## src/rtl/vedic_mac_16.sv

```systemverilog
// Streaming 16x16 unsigned multiply-accumulate around a Vedic multiplier.
// Ports: in_* operand handshake, acc_clr discard, out_* frame result handshake.

module ved_2x2 (
  input  logic [1:0] a,
  input  logic [1:0] b,
  output logic [3:0] p
);
  logic c1;
  assign p[0] = a[0] & b[0];
  assign p[1] = (a[1] & b[0]) ^ (a[0] & b[1]);
  assign c1   = (a[1] & b[0]) & (a[0] & b[1]);
  assign p[2] = (a[1] & b[1]) ^ c1;
  assign p[3] = (a[1] & b[1]) & c1;
endmodule

module ved_4x4 (
  input  logic [3:0] a,
  input  logic [3:0] b,
  output logic [7:0] p
);
  logic [3:0] q0, q1, q2, q3;
  logic [4:0] mid;
  ved_2x2 u0 (.a(a[1:0]), .b(b[1:0]), .p(q0));
  ved_2x2 u1 (.a(a[3:2]), .b(b[1:0]), .p(q1));
  ved_2x2 u2 (.a(a[1:0]), .b(b[3:2]), .p(q2));
  ved_2x2 u3 (.a(a[3:2]), .b(b[3:2]), .p(q3));
  // Vertical-and-crosswise: outer terms abut, cross terms add mid-way.
  assign mid = {1'b0, q1} + {1'b0, q2};
  assign p   = {q3, q0} + {1'b0, mid, 2'b0};
endmodule

module ved_8x8 (
  input  logic [7:0]  a,
  input  logic [7:0]  b,
  output logic [15:0] p
);
  logic [7:0] q0, q1, q2, q3;
  logic [8:0] mid;
  ved_4x4 u0 (.a(a[3:0]), .b(b[3:0]), .p(q0));
  ved_4x4 u1 (.a(a[7:4]), .b(b[3:0]), .p(q1));
  ved_4x4 u2 (.a(a[3:0]), .b(b[7:4]), .p(q2));
  ved_4x4 u3 (.a(a[7:4]), .b(b[7:4]), .p(q3));
  assign mid = {1'b0, q1} + {1'b0, q2};
  assign p   = {q3, q0} + {3'b0, mid, 4'b0};
endmodule

module ved_16x16 (
  input  logic [15:0] a,
  input  logic [15:0] b,
  output logic [31:0] p
);
  logic [15:0] q0, q1, q2, q3;
  logic [16:0] mid;
  ved_8x8 u0 (.a(a[7:0]),  .b(b[7:0]),  .p(q0));
  ved_8x8 u1 (.a(a[15:8]), .b(b[7:0]),  .p(q1));
  ved_8x8 u2 (.a(a[7:0]),  .b(b[15:8]), .p(q2));
  ved_8x8 u3 (.a(a[15:8]), .b(b[15:8]), .p(q3));
  assign mid = {1'b0, q1} + {1'b0, q2};
  assign p   = {q3, q0} + {7'b0, mid, 8'b0};
endmodule

module vedic_mac_16 #(
  parameter int ACC_W     = 40,
  parameter int FRAME_LEN = 8
) (
  input  logic             clk,
  input  logic             rst_n,
  input  logic             in_valid,
  output logic             in_ready,
  input  logic [15:0]      in_a,
  input  logic [15:0]      in_b,
  input  logic             in_last,
  input  logic             acc_clr,
  output logic             out_valid,
  input  logic             out_ready,
  output logic [ACC_W-1:0] out_acc,
  output logic [7:0]       out_count,
  output logic             out_ovf
);
  localparam logic [7:0] FL = 8'(FRAME_LEN);

  logic             s1_valid_q, s1_valid_d;
  logic [15:0]      s1_a_q, s1_a_d;
  logic [15:0]      s1_b_q, s1_b_d;
  logic             s1_last_q, s1_last_d;
  logic             s2_valid_q, s2_valid_d;
  logic [31:0]      s2_prod_q, s2_prod_d;
  logic             s2_last_q, s2_last_d;
  logic [ACC_W-1:0] acc_q, acc_d;
  logic [7:0]       count_q, count_d;
  logic             ovf_q, ovf_d;
  logic             out_valid_q, out_valid_d;
  logic [ACC_W-1:0] out_acc_q, out_acc_d;
  logic [7:0]       out_count_q, out_count_d;
  logic             out_ovf_q, out_ovf_d;

  logic             adv, accept, close, f_ovf;
  logic [31:0]      prod;
  logic [ACC_W:0]   sum_w;
  logic [7:0]       cnt_next;

  ved_16x16 u_mul (.a(s1_a_q), .b(s1_b_q), .p(prod));

  // A result stuck at the output freezes every stage, including input.
  assign adv      = ~(out_valid_q & ~out_ready);
  assign accept   = in_valid & adv;
  assign sum_w    = {1'b0, acc_q}
                  + {{(ACC_W-31){1'b0}}, s2_prod_q};
  assign f_ovf    = sum_w[ACC_W] | ovf_q;
  assign cnt_next = count_q + 8'd1;
  // acc_clr kills the product in s2, so it can never close a frame.
  assign close    = s2_valid_q & ~acc_clr
                  & (s2_last_q | (cnt_next == FL));

  always_comb begin
    s1_valid_d  = s1_valid_q;
    s1_a_d      = s1_a_q;
    s1_b_d      = s1_b_q;
    s1_last_d   = s1_last_q;
    s2_valid_d  = s2_valid_q;
    s2_prod_d   = s2_prod_q;
    s2_last_d   = s2_last_q;
    acc_d       = acc_q;
    count_d     = count_q;
    ovf_d       = ovf_q;
    out_valid_d = out_valid_q;
    out_acc_d   = out_acc_q;
    out_count_d = out_count_q;
    out_ovf_d   = out_ovf_q;
    if (adv) begin
      s1_valid_d = accept;
      if (accept) begin
        s1_a_d    = in_a;
        s1_b_d    = in_b;
        s1_last_d = in_last;
      end
      s2_valid_d  = s1_valid_q;
      s2_prod_d   = prod;
      s2_last_d   = s1_last_q;
      // adv with a pending result implies out_ready, so it drains here.
      out_valid_d = close;
      if (close) begin
        out_acc_d   = sum_w[ACC_W-1:0];
        out_count_d = cnt_next;
        out_ovf_d   = f_ovf;
      end
      if (acc_clr || close) begin
        acc_d   = '0;
        count_d = '0;
        ovf_d   = 1'b0;
      end else if (s2_valid_q) begin
        acc_d   = sum_w[ACC_W-1:0];
        count_d = cnt_next;
        ovf_d   = f_ovf;
      end
    end
  end

  always_ff @(posedge clk or negedge rst_n) begin
    if (!rst_n) begin
      s1_valid_q  <= 1'b0;
      s1_a_q      <= '0;
      s1_b_q      <= '0;
      s1_last_q   <= 1'b0;
      s2_valid_q  <= 1'b0;
      s2_prod_q   <= '0;
      s2_last_q   <= 1'b0;
      acc_q       <= '0;
      count_q     <= '0;
      ovf_q       <= 1'b0;
      out_valid_q <= 1'b0;
      out_acc_q   <= '0;
      out_count_q <= '0;
      out_ovf_q   <= 1'b0;
    end else begin
      s1_valid_q  <= s1_valid_d;
      s1_a_q      <= s1_a_d;
      s1_b_q      <= s1_b_d;
      s1_last_q   <= s1_last_d;
      s2_valid_q  <= s2_valid_d;
      s2_prod_q   <= s2_prod_d;
      s2_last_q   <= s2_last_d;
      acc_q       <= acc_d;
      count_q     <= count_d;
      ovf_q       <= ovf_d;
      out_valid_q <= out_valid_d;
      out_acc_q   <= out_acc_d;
      out_count_q <= out_count_d;
      out_ovf_q   <= out_ovf_d;
    end
  end

  assign in_ready  = adv;
  assign out_valid = out_valid_q;
  assign out_acc   = out_acc_q;
  assign out_count = out_count_q;
  assign out_ovf   = out_ovf_q;
endmodule

```

## config.mk

```make
export PLATFORM = sky130hd
export DESIGN_NAME = vedic_mac_16
export DESIGN_NICKNAME = d
export VERILOG_FILES = /design/src/rtl/vedic_mac_16.sv
export SDC_FILE = /design/constraint.sdc
export NUM_CORES = 1
export LEC_CHECK = 0
export CAP_MARGIN = 20
export CORE_AREA = 2 2 191 333
export DETAILED_ROUTE_END_ITERATION = 10
export DIE_AREA = 0 0 193 335
export SKIP_LAST_GASP = 1
export SLEW_MARGIN = 5
export SYNTH_ARGS = -nofsm -noshare
export SYNTH_HDL_FRONTEND = slang
export SYNTH_HIERARCHICAL = 1
export SYNTH_SLANG_ARGS = --single-unit
```

## constraint.sdc

```tcl
create_clock -name clk -period 8.11 [get_ports clk]
set_clock_uncertainty 0.2 [all_clocks]
set_input_delay 1.2165 -clock clk [delete_from_list [all_inputs] [get_ports clk]]
set_output_delay 1.2165 -clock clk [all_outputs]
set_load 0.01 [all_outputs]
```

==> flow_summary.json <==
{
  "status": "complete, no violations",
  "drv_slew": 0,
  "final_area_mm2": 0.0240,
  "start_util_pct": 34.5,
  "io_pins": 89,
  "synthCells": 2412,
  "clk_pin_slew_worst_paths_ps": 80,
  "synthSimpleGateAreaFrac_pct": 17.8,
  "grt_remaining_overflow": 0,
  "holdWs_ps": 278,
  "port_buffers": 88,
  "dieArea_mm2": 0.0647,
  "diodes": 0,
  "crit_arrival_ps": 7840,
  "place.gp.congestion": 0.854,
  "cts_root_buf": "clkbuf_16",
  "crit_top_cell": "ha_1",
  "rows": 121,
  "hpwl_mm": 47.2,
  "yosysWarnings": 6,
  "fmax_mhz": 131,
  "grt_max_degree": 88,
  "grt_pass1_vias": 18388,
  "fp.coreArea_mm2": 0.0621,
  "clock_sinks": 167,
  "synth.net_count": 2911,
  "ant_nets": 0,
  "area_growth_pct": 12.1,
  "wl_per_cell_um": 17.5,
  "nNetsFinal": 3013,
  "multi_input_comb_area_mm2": 0.0166,
  "tritoncts": "done",
  "yosys-mux-area-fraction_pct": 2.20,
  "num_vias": 17639,
  "fillers": 6323,
  "placed_cell_area_mm2": 0.0234,
  "cts_htree_levels": 4,
  "synthXorXnorAreaFrac_pct": 9.24,
  "synth.cell_area_mm2": 0.0214,
  "r2r-end": "s2_prod_q[31]",
  "setup_viol": 0,
  "drive_gt1_share_pct": 8.94,
  "worst_path_max_delay_cell": "fa_1",
  "layout.area.seq_mm2": 0.00418,
  "cp-endpoint": "s2_prod_q[31]",
  "setup.worst_path.end_class": "flop",
  "wirelength_mm": 58.2,
  "cts_hold_buf": 0,
  "r2r_slack_ps": 460,
  "die_x_um": 193,
  "synth_cell_type_count": 85,
  "die_h_um": 335,
  "path_class": "flop to flop",
  "async_flop_share_pct": 100,
  "groute.usage.overall_pct": 18.3,
  "first_iter_violations": 909,
  "critPathLaunchType": "flop",
  "fin_crit_sh_pct": 94.4,
  "dr.pass1.iters": 5,
  "synth.ff_latch_count": 167,
  "r2r_start": "s1_b_q[6]",
  "cts_buffers": 17,
  "cpPeakStageDelay_ps": 560,
  "hold_violations": 0,
  "fin_crit_ps": 7650,
  "syn_area_per_cell_um2": 8.89,
  "insertion_delay_ps": 460,
  "antenna_found_initial": 0,
  "synth_edf_count": 0,
  "worstMarginPinSlew_ps": 851,
  "synth_top_family_by_area": "adder cells",
  "synth-compound-area-share_pct": 19.7,
  "synth_flop_cell": "dfrtp_1",
  "fin_tns_setup_ps": 0,
  "viasPerCell": 5.30,
  "hold_path_class": "flop to flop",
  "rr_worst_depth": 33,
  "crit_start": "s1_b_q[6]",
  "place_ws_ps": 356,
  "cp.required_ps": 8290,
  "max-slew-margin-rel_pct": 43.2,
  "seq_area_frac_synth_pct": 19.5,
  "grt_pass1_wl_mm": 93.5,
  "maxCapViolations": 0,
  "drc": 0,
  "worst_slack_ps": 455,
  "synth_fa_ha_area_share_pct": 28.4,
  "cp_max_fo": 17,
  "clockBufferDepth": 2
}
## final cells by class
cell class | instances | share of cell area [%]
well taps | 799 | 4.16
repair buffers | 129 | 4.95
clock buffers | 17 | 1.77
multi-input cells | 2079 | 69.1
flip-flops and latches | 167 | 17.4
inverters | 120 | 1.87
clock inverters | 15 | 0.745
## worst max-delay path: cells and delay by family (launching register included)
family | cells | cell delay [ps]
xor gates and xnor gates | 4 | 710
adders and majority gates | 7 | 2750
DFF | 1 | 510
and+or+nand+nor | 8 | 1080
AOI/OAI and AO/OA | 12 | 2150
buffers and inverters | 2 | 180
## placed cells by master (no fill, tap or decap), types with 15 or more instances in the layout
master	synthesis	layout
mux2_2	40	40
o21bai_1	29	29
a211oi_2	24	24
o21ai_0	95	95
ha_1	418	418
buf_4	4	41
nand2_1	282	281
a21oi_1	143	142
and2_1	264	264
dfrtp_1	167	163
inv_1	120	120
a21oi_2	19	20
a21o_1	92	92
nand4_1	15	15
a211oi_1	19	19
nand3_1	23	23
nor3_1	25	24
xor2_1	68	68
fa_1	43	43
a22o_1	33	33
xnor2_1	158	158
clkbuf_16	0	17
nor2_1	81	81
a21o_2	20	20
o21ai_1	16	15
clkdlybuf4s50_1	0	87
## per-layer routing
layer  part of all wire, %  GRT usage, %
met5                     0             0
met2                    55          36.5
met4                   4.6          8.32
met3                   2.1          1.60
met1                    38          18.5
## cell families after synthesis
| logic type | count (synthesis) |
|---|---|
| xor gates and xnor gates | 226 |
| adders and majority gates | 461 |
| muxes | 42 |
| buffers and inverters | 166 |
| and+or+nand+nor | 757 |
| AOI/OAI and AO/OA | 593 |
| DFF | 167 |
## Yosys cell counts (3+ instances only)
| master | instances | area, um^2 |
|---|---|---|
| and2_1 | 264 | 1650 |
| o2111ai_1 | 3 | 26.3 |
| a21oi_2 | 19 | 166 |
| ha_1 | 418 | 5230 |
| mux2_2 | 40 | 450 |
| a211oi_2 | 24 | 300 |
| o211ai_2 | 10 | 125 |
| nand3_1 | 23 | 115 |
| a21oi_1 | 143 | 716 |
| a21o_1 | 92 | 691 |
| xnor2_1 | 158 | 1380 |
| a21o_2 | 20 | 175 |
| nor3_1 | 25 | 125 |
| a31oi_1 | 8 | 50.1 |
| fa_1 | 43 | 861 |
| a22o_1 | 33 | 289 |
| buf_4 | 4 | 30.0 |
| o21bai_1 | 29 | 218 |
| o21ai_0 | 95 | 475 |
| xor2_1 | 68 | 596 |
| clkbuf_2 | 3 | 15.0 |
| nand4_1 | 15 | 93.8 |
| o21ai_2 | 5 | 43.8 |
| and3_1 | 13 | 81.3 |
| o211ai_1 | 14 | 105 |
| a211oi_1 | 19 | 143 |
| o21ai_1 | 16 | 80.1 |
| nand2_1 | 282 | 1060 |
| a221o_1 | 3 | 30.0 |
| inv_1 | 120 | 450 |
| a41oi_2 | 4 | 65.1 |
| nand2b_1 | 11 | 68.8 |
| o31ai_1 | 8 | 60.1 |
| or3_1 | 9 | 56.3 |
| buf_2 | 12 | 60.1 |
| dfrtp_1 | 167 | 4180 |
| nor4_1 | 5 | 31.3 |
| nor2b_1 | 11 | 68.8 |
| nor2_1 | 81 | 304 |
| o21a_1 | 13 | 97.6 |
| nor2_2 | 3 | 18.8 |
| a21boi_0 | 3 | 22.5 |
| clkbuf_1 | 23 | 86.3 |
## flip-flops by register name (all words and copies together), names as in the netlist
register and cells:
s1_a_q 16, s2_last_q 1, s1_b_q 16, acc_q 40, s1_last_q 1, out_acc 40
s2_valid_q 1, s1_valid_q 1, out_count 8, out_ovf 1, count_q 8, s2_prod_q 32
out_valid 1, ovf_q 1
## worst min path at each step
stage	from	end	slack (ps)	cells after the start
3_5_place_dp	s1_valid_q	s1_valid_q	260	2
3_3_place_gp	out_count[1]	out_count[1]	260	2
2_1_floorplan	s1_last_q	s2_last_q	240	2
5_1_grt	out_count[7]	out_count[7]	300	2
4_1_cts	s1_valid_q	s2_valid_q	280	2
6_report	s1_valid_q	s2_valid_q	280	2
## per-stage QoR
step	utilization (%)	std cells
after floorplan	-	2412
after global placement	37.6	3288
after detailed placement	37.6	3288
after CTS	38.6	3320
after global routing	38.7	3326
final	38.7	3326
## what timing repair did
item,CTS,global route
resized for setup,0,5
buffers inserted,0,6
endpoints found under the setup margin,0,8
Power is not shown: default switching activity piles up to over one toggle a cycle in this logic, so the estimate is an artifact.
